<file path="config.mk">
export PLATFORM = sky130hd
export DESIGN_NAME = bus_arbiter
export DESIGN_NICKNAME = d
export VERILOG_FILES = /design/src/rtl/bus_arbiter.sv
export SDC_FILE = /design/constraint.sdc
export NUM_CORES = 1
export LEC_CHECK = 0
export ABC_AREA = 1
export ABC_CLOCK_PERIOD_IN_PS = 1350
export BUFFER_PORTS_ARGS = -buffer_cell sky130_fd_sc_hd__buf_2
export CAP_MARGIN = 30
export CORE_AREA = 2 2 58 60
export DETAILED_ROUTE_END_ITERATION = 7
export DIE_AREA = 0 0 60 62
export REMOVE_ABC_BUFFERS = 1
export SLEW_MARGIN = 5
export SYNTH_ARGS = -nofsm -noshare
export SYNTH_HDL_FRONTEND = slang
export SYNTH_SLANG_ARGS = --single-unit
</file>
<file path="constraint.sdc">
create_clock -name clk -period 1.35 [get_ports clk]
set_clock_uncertainty 0.05 [all_clocks]
set_input_delay 0.135 -clock clk [delete_from_list [all_inputs] [get_ports clk]]
set_output_delay 0.135 -clock clk [all_outputs]
set_load 0.02 [all_outputs]
</file>
<file path="src/rtl/bus_arbiter.sv">
// -----------------------------------------------------------------------------
// bus_arbiter
//
// Shares one serial bus among NUM_INIT initiators. Ownership is round-robin,
// every handover leaves exactly one cycle with no grant, and an owner that
// holds the bus for MAX_HOLD cycles while someone else is waiting is forced
// off. A single split slot lets the addressed target push the current owner
// off the bus. That owner is then parked. When the target signals that it can
// resume, the parked owner is granted ahead of the round-robin order.
//
// Ports:
//   clk            system clock, all state changes on the rising edge
//   rst            asynchronous, active-high reset
//   req            per-initiator request level, held for the whole transaction
//   target_split   one-cycle pulse: target splits the current owner
//   split_resume   one-cycle pulse: split target is ready to complete
//   grant          one-hot (or zero) bus grant, registered
//   owner_id       index of the granted initiator, meaningful while bus_busy
//   bus_busy       high while any grant bit is set
//   split_pending  high while a split owner is parked
//   split_overflow one-cycle pulse when a split is refused (slot already full)
// -----------------------------------------------------------------------------
module bus_arbiter #(
  parameter int NUM_INIT = 2,
  parameter int MAX_HOLD = 64,
  parameter int IDW      = $clog2(NUM_INIT)
) (
  input  logic                clk,
  input  logic                rst,
  input  logic [NUM_INIT-1:0] req,
  input  logic                target_split,
  input  logic                split_resume,
  output logic [NUM_INIT-1:0] grant,
  output logic [IDW-1:0]      owner_id,
  output logic                bus_busy,
  output logic                split_pending,
  output logic                split_overflow
);

  // The hold counter only needs to reach MAX_HOLD. It keeps one bit when the
  // timeout is disabled.
  localparam int HCW = (MAX_HOLD > 0) ? $clog2(MAX_HOLD + 1) : 1;

  typedef enum logic [1:0] {
    IDLE = 2'd0,
    BUSY = 2'd1,
    TURN = 2'd2
  } state_t;

  state_t               state_q, state_d;
  logic [NUM_INIT-1:0]  grant_q, grant_d;
  logic [IDW-1:0]       owner_q, owner_d;
  logic                 busy_q, busy_d;
  logic                 ovf_q, ovf_d;
  logic [HCW-1:0]       hold_q, hold_d;
  logic [IDW-1:0]       rr_q, rr_d;
  logic                 pend_q, pend_d;
  logic [IDW-1:0]       parked_q, parked_d;
  logic                 resume_q, resume_d;

  logic [NUM_INIT-1:0]  eligible;
  logic                 owner_req;
  logic                 parked_req;
  logic                 other_waiting;
  logic                 win_valid;
  logic                 win_parked;
  logic [IDW-1:0]       win_id;
  logic [IDW-1:0]       scan_idx;
  logic                 grant_new;
  logic                 release_bus;
  logic                 park_owner;
  logic                 overflow_now;

  // Request qualification. A parked initiator stays invisible to the
  // arbiter until its target has signalled resume. The owner's and the
  // parked initiator's request bits are picked out with a compare loop.
  // This keeps non-power-of-two NUM_INIT safe from out-of-range selects.
  always_comb begin
    eligible      = '0;
    owner_req     = 1'b0;
    parked_req    = 1'b0;
    other_waiting = 1'b0;
    for (int i = 0; i < NUM_INIT; i++) begin
      eligible[i] = req[i] && !(pend_q && !resume_q && (parked_q == IDW'(i)));
      if (owner_q == IDW'(i)) begin
        owner_req = req[i];
      end
      if (parked_q == IDW'(i)) begin
        parked_req = req[i];
      end
      if (eligible[i] && (owner_q != IDW'(i))) begin
        other_waiting = 1'b1;
      end
    end
  end

  // Winner selection. A resumed parked initiator that is still requesting
  // wins outright. Otherwise the upward search from rr_ptr picks the winner.
  // The search loop runs from the far end back to rr_ptr, so the last match
  // it sees is the one closest to rr_ptr.
  always_comb begin
    win_valid  = 1'b0;
    win_parked = 1'b0;
    win_id     = '0;
    scan_idx   = '0;
    if (pend_q && resume_q && parked_req) begin
      win_valid  = 1'b1;
      win_parked = 1'b1;
      win_id     = parked_q;
    end else begin
      for (int k = NUM_INIT - 1; k >= 0; k--) begin
        scan_idx = IDW'((int'(rr_q) + k) % NUM_INIT);
        if (eligible[scan_idx]) begin
          win_valid = 1'b1;
          win_id    = scan_idx;
        end
      end
    end
  end

  // State register plus every registered output and bookkeeping field.
  // Reset is asynchronous, so an in-flight grant drops at once.
  always_ff @(posedge clk or posedge rst) begin
    if (rst) begin
      state_q  <= IDLE;
      grant_q  <= '0;
      owner_q  <= '0;
      busy_q   <= 1'b0;
      ovf_q    <= 1'b0;
      hold_q   <= '0;
      rr_q     <= '0;
      pend_q   <= 1'b0;
      parked_q <= '0;
      resume_q <= 1'b0;
    end else begin
      state_q  <= state_d;
      grant_q  <= grant_d;
      owner_q  <= owner_d;
      busy_q   <= busy_d;
      ovf_q    <= ovf_d;
      hold_q   <= hold_d;
      rr_q     <= rr_d;
      pend_q   <= pend_d;
      parked_q <= parked_d;
      resume_q <= resume_d;
    end
  end

  // Next-state logic. IDLE and TURN both act the same way at the next edge:
  // grant a winner or stay idle. Because TURN shows no grant for exactly one
  // cycle, every handover passes through zero.
  //
  // The forced release only fires when the counter is exactly one below
  // MAX_HOLD. The counter saturates at MAX_HOLD. So once an owner has held
  // the bus past the window with nobody waiting, a later request does not
  // cut it off. That owner keeps the bus until it drops req or is split.
  always_comb begin
    state_d      = state_q;
    hold_d       = hold_q;
    rr_d         = rr_q;
    pend_d       = pend_q;
    parked_d     = parked_q;
    resume_d     = resume_q;
    grant_new    = 1'b0;
    release_bus  = 1'b0;
    park_owner   = 1'b0;
    overflow_now = 1'b0;

    case (state_q)
      IDLE, TURN: begin
        if (win_valid) begin
          state_d   = BUSY;
          hold_d    = '0;
          grant_new = 1'b1;
        end else begin
          state_d = IDLE;
        end
      end

      BUSY: begin
        if (!owner_req) begin
          release_bus = 1'b1;
        end else if (target_split) begin
          if (!pend_q) begin
            park_owner  = 1'b1;
            release_bus = 1'b1;
          end else begin
            overflow_now = 1'b1;
          end
        end else if ((MAX_HOLD != 0) && (int'(hold_q) == MAX_HOLD - 1) &&
                     other_waiting) begin
          release_bus = 1'b1;
        end

        if (release_bus) begin
          state_d = TURN;
          rr_d    = (owner_q == IDW'(NUM_INIT - 1)) ? '0 : owner_q + 1'b1;
        end else if (int'(hold_q) < MAX_HOLD) begin
          hold_d = hold_q + 1'b1;
        end
      end

      default: begin
        state_d = IDLE;
      end
    endcase

    // Split slot bookkeeping.
    // - Granting the parked initiator retires the slot. rr_ptr is left
    //   alone in that case.
    // - A new park can only happen while the slot is empty.
    // - An abandoned parked request empties the slot.
    // - A resume only counts while something is parked.
    if (grant_new && win_parked) begin
      pend_d   = 1'b0;
      resume_d = 1'b0;
    end else if (park_owner) begin
      pend_d   = 1'b1;
      parked_d = owner_q;
      resume_d = 1'b0;
    end else if (pend_q && !parked_req) begin
      pend_d   = 1'b0;
      resume_d = 1'b0;
    end else if (pend_q && split_resume) begin
      resume_d = 1'b1;
    end
  end

  // Output logic. It computes the values the registered outputs take at the
  // next edge. A fresh grant selects the winner. A continuing BUSY keeps the
  // current owner. Anything else clears the grant.
  always_comb begin
    grant_d = '0;
    owner_d = owner_q;
    busy_d  = 1'b0;
    ovf_d   = overflow_now;
    if (state_d == BUSY) begin
      busy_d = 1'b1;
      if (grant_new) begin
        owner_d = win_id;
        for (int i = 0; i < NUM_INIT; i++) begin
          grant_d[i] = (win_id == IDW'(i));
        end
      end else begin
        grant_d = grant_q;
      end
    end
  end

  assign grant          = grant_q;
  assign owner_id       = owner_q;
  assign bus_busy       = busy_q;
  assign split_pending  = pend_q;
  assign split_overflow = ovf_q;

endmodule
</file>
==> impl_metrics.py <==
metrics = {
    "setup_path": {
        "end_kind": "register",
        "ff2ff_path_depth": 10,
        "cp_data_required_time_ns": 1.53,
        "crit_path_max_fanout": 6,
        "startpoint_type": "register",
        "cp_data_arrival_time_ns": 1.68,
        "r2r_start": "hold_q[1]$_DFFE_PP0P_",
        "worstReg2RegEnd": "rr_q$_DFFE_PP0P_",
        "crit_type": "register to register",
        "ff2ff_setup_slack_ns": -0.15,
    },
    "routing": {
        "dr.pass1.iters": 4,
        "drtIter0Drc": 23,
        "drtAntennaViolNets": 0,
        "vias_per_cell": 4.432,
        "dr_total_vias": 944,
        "drc": 0,
        "wl_per_cell_um": 10.25,
        "routed_wl_um": 2183,
    },
    "min_path": {
        "worstHoldStart": "target_split",
        "hold_depth": 3,
        "hp-class": "input port to register",
        "holdPathEnd": "split_overflow$_DFF_PP0_",
    },
    "placed_design": {
        "place.gp.congestion": 0.8666,
        "place_ws_ns": -0.1847,
        "hpwl_um": 1595,
        "portBuffers": 11,
    },
    "sta": {
        "relSlewSlack_pct": 76.12,
        "rsz0062_at_grt": "yes",
        "final-hold-violation-count": 0,
        "fin_crit_sh_pct": 111.2,
        "tightest_slew_ns": 0.3568,
        "clock.fmax_mhz": 666.2,
        "final_max_slew_viol_count": 0,
        "setup_viol": 13,
        "layout_min_cycle_time_ns": 1.501,
        "setup_slack_ns": -0.1510,
    },
    "floorplanning": {
        "die_y_um": 62,
        "boundaryPins": 12,
        "coreArea_um2": 3179,
        "die_w_um": 60,
        "start_util_pct": 32.07,
        "row_count": 21,
        "die-area_um2": 3720,
    },
    "clock_network": {
        "clkSinkCount": 18,
        "cts_tree": "done",
        "h-tree-depth": 1,
        "clkLatencyLatePin_ns": 0.29,
        "path_clk_slew_ns": 0.10,
        "cts_buffer_depth": 2,
        "cts_buffers": 3,
        "cts_root_buffer": "clkbuf_4",
    },
    "cells_and_area": {
        "layout.nets": 175,
        "drive_above_1_share_pct": 42.51,
        "seq_area_um2": 451.7,
        "nFillCells": 310,
        "antennaDiodeCount": 0,
        "area_growth_pct": 41.59,
        "post-route-util_pct": 45.42,
        "multi_input_area_um2": 559.3,
    },
    "global_route": {
        "grt_pass1_vias": 918,
        "antenna_found_initial": 0,
        "grt.total_usage_pct": 13.67,
        "grt_pass1_wl_um": 3767,
        "gr-total-overflow": 0,
        "grt_max_degree": 19,
    },
    "power_and_ir_drop": {
        "leakagePower_nw": 0.7229,
        "p_per_area_nw_per_um2": 1950,
        "vdd_ir_drop_max_mv": 1.148,
        "p_total_mw": 2.815,
    },
    "synth": {
        "synth.distinct_cells": 29,
        "syn_area_um2": 1020,
        "yosysSeqAreaShare_pct": 44.17,
        "yosysWarnings": 0,
        "syn-instance-count": 126,
        "syn_avg_cell_area_um2": 8.093,
        "synth_seq_cells": 18,
    },
    "run_status": {
        "outcome": "finished with violations",
        "violations": "setup timing",
    },
    "run": {
        "maxCapViolations": 0,
    },
}
==> synth_stat cells <==
master,n,area [µm²]
nor4_1,1,6.260
buf_6,2,22.52
nand2_1,32,120.1
o31ai_1,1,7.510
xnor2_1,1,8.760
nand2_4,2,22.52
o21ai_0,6,30.03
nand3_1,11,55.05
dfrtp_1,18,450.4
or2_1,2,12.51
and2_1,1,6.260
inv_2,1,3.750
ha_1,1,12.51
inv_1,14,52.55
nor2_2,2,12.51
nor3_2,1,10.01
nor3_1,3,15.01
nand3_2,1,10.01
nand2_2,3,18.77
nand3b_1,2,15.01
o21ai_1,2,10.01
nor2_1,11,41.29
o21ai_4,1,16.27
buf_4,1,7.510
xor2_1,2,17.52
nor3b_2,1,12.51
a21oi_2,1,8.760
o21ai_2,1,8.760
a21oi_1,1,5.000
==> cells in the final DEF (no fill, tap or decap), drive strengths merged <==
master	netlist	routed
nand2	37	38
ha	1	1
nor2	13	13
dlygate4sd3	0	1
or2	2	2
a21oi	2	2
clkbuf	0	4
xor2	2	2
nor3	4	4
o21ai	10	10
buf	3	38
nand3	12	12
xnor2	1	1
o31ai	1	1
and2	1	1
nand3b	2	2
nor3b	1	1
nor4	1	1
inv	15	15
dfrtp	18	18
==> how the worst max path moves through the flow <==
stage	start	end	slack [ns]
after CTS	hold_q[0]$_DFFE_PP0P_	hold_q[6]$_DFFE_PP0P_	-0.14
after floorplan	hold_q[0]$_DFFE_PP0P_	hold_q[6]$_DFFE_PP0P_	-0.10
after global placement	hold_q[0]$_DFFE_PP0P_	hold_q[3]$_DFFE_PP0P_	-0.12
after detailed placement	hold_q[0]$_DFFE_PP0P_	hold_q[6]$_DFFE_PP0P_	-0.18
after global routing	hold_q[1]$_DFFE_PP0P_	hold_q[1]$_DFFE_PP0P_	-0.27
final	hold_q[1]$_DFFE_PP0P_	rr_q$_DFFE_PP0P_	-0.15
==> worst max-delay path, stage by stage, from the launching register on <==
cell and delay [ns]:
dfrtp_1 0.37, ha_2 0.19, nand2_2 0.06, nor2_2 0.08, nand2_2 0.07, nor2_2 0.10
nand3_2 0.09, nand2_4 0.13, nand2_8 0.09, buf_6 0.13, o21ai_2 0.09
==> sequential cells by signal (all words and copies together), names as in the netlist <==
register,cells
hold_q,7
grant,2
state_q,2
bus_busy,1
owner_id,1
parked_q,1
resume_q,1
rr_q,1
split_overflow,1
split_pending,1
==> routing by layer <==
layer | wire length (µm) | global-route usage, % | vias up
li1 | - | - | 483
met4 | 12 | 5.079 | 0
met3 | 60 | 3.934 | 2
met2 | 1093 | 24.07 | 11
met1 | 1016 | 15.83 | 448
met5 | 0 | 0 | -
==> what timing repair did <==
item,4_1_cts,5_1_grt
cloned,1,0
hold endpoints to repair,18,0
hold buffers,1,0
resized for setup,10,15
pin swaps,0,9
buffers inserted,1,2
setup endpoints to repair,17,17
==> kinds of logic (layout without fill, tap and decap cells) <==
| kind of cell | after synthesis | in the layout | share of synthesized area [%] |
|---|---|---|---|
| fa+ha+maj | 1 | 1 | 1.227 |
| xor+xnor | 3 | 3 | 2.577 |
| buf+inv | 18 | 58 | 8.466 |
| simple gates | 73 | 74 | 35.09 |
| compound gates | 13 | 13 | 8.467 |
| flops | 18 | 18 | 44.17 |
==> through the flow <==
stage	hold slack (ns)	instance area, µm²	TNS (ns)	instances
global placement	0.1141	1282	-0.9362	204
CTS	0.03140	1385	-1.376	211
floorplan	0.02357	989.7	-0.7694	123
finish	0.04558	1444	-1.419	213
global route	0.03986	1444	-3.139	213
detailed placement	0.1178	1282	-1.566	204
==> area by class of cell <==
class	count	area share (%)
Timing Repair Buffer	39	19.58
Tap cell	46	3.986
Clock buffer	4	2.513
Inverter	15	3.899
Sequential cell	18	31.28
Multi-Input combinational cell	91	38.73
==> report_power, final <==
part           switching (mW)  leakage (nW)  internal, mW
logic                   0.931         0.467         0.740
registers               0.109         0.235         0.707
clock network           0.164        0.0210         0.164
No activity file was read; power rests on OpenSTA's default activity.
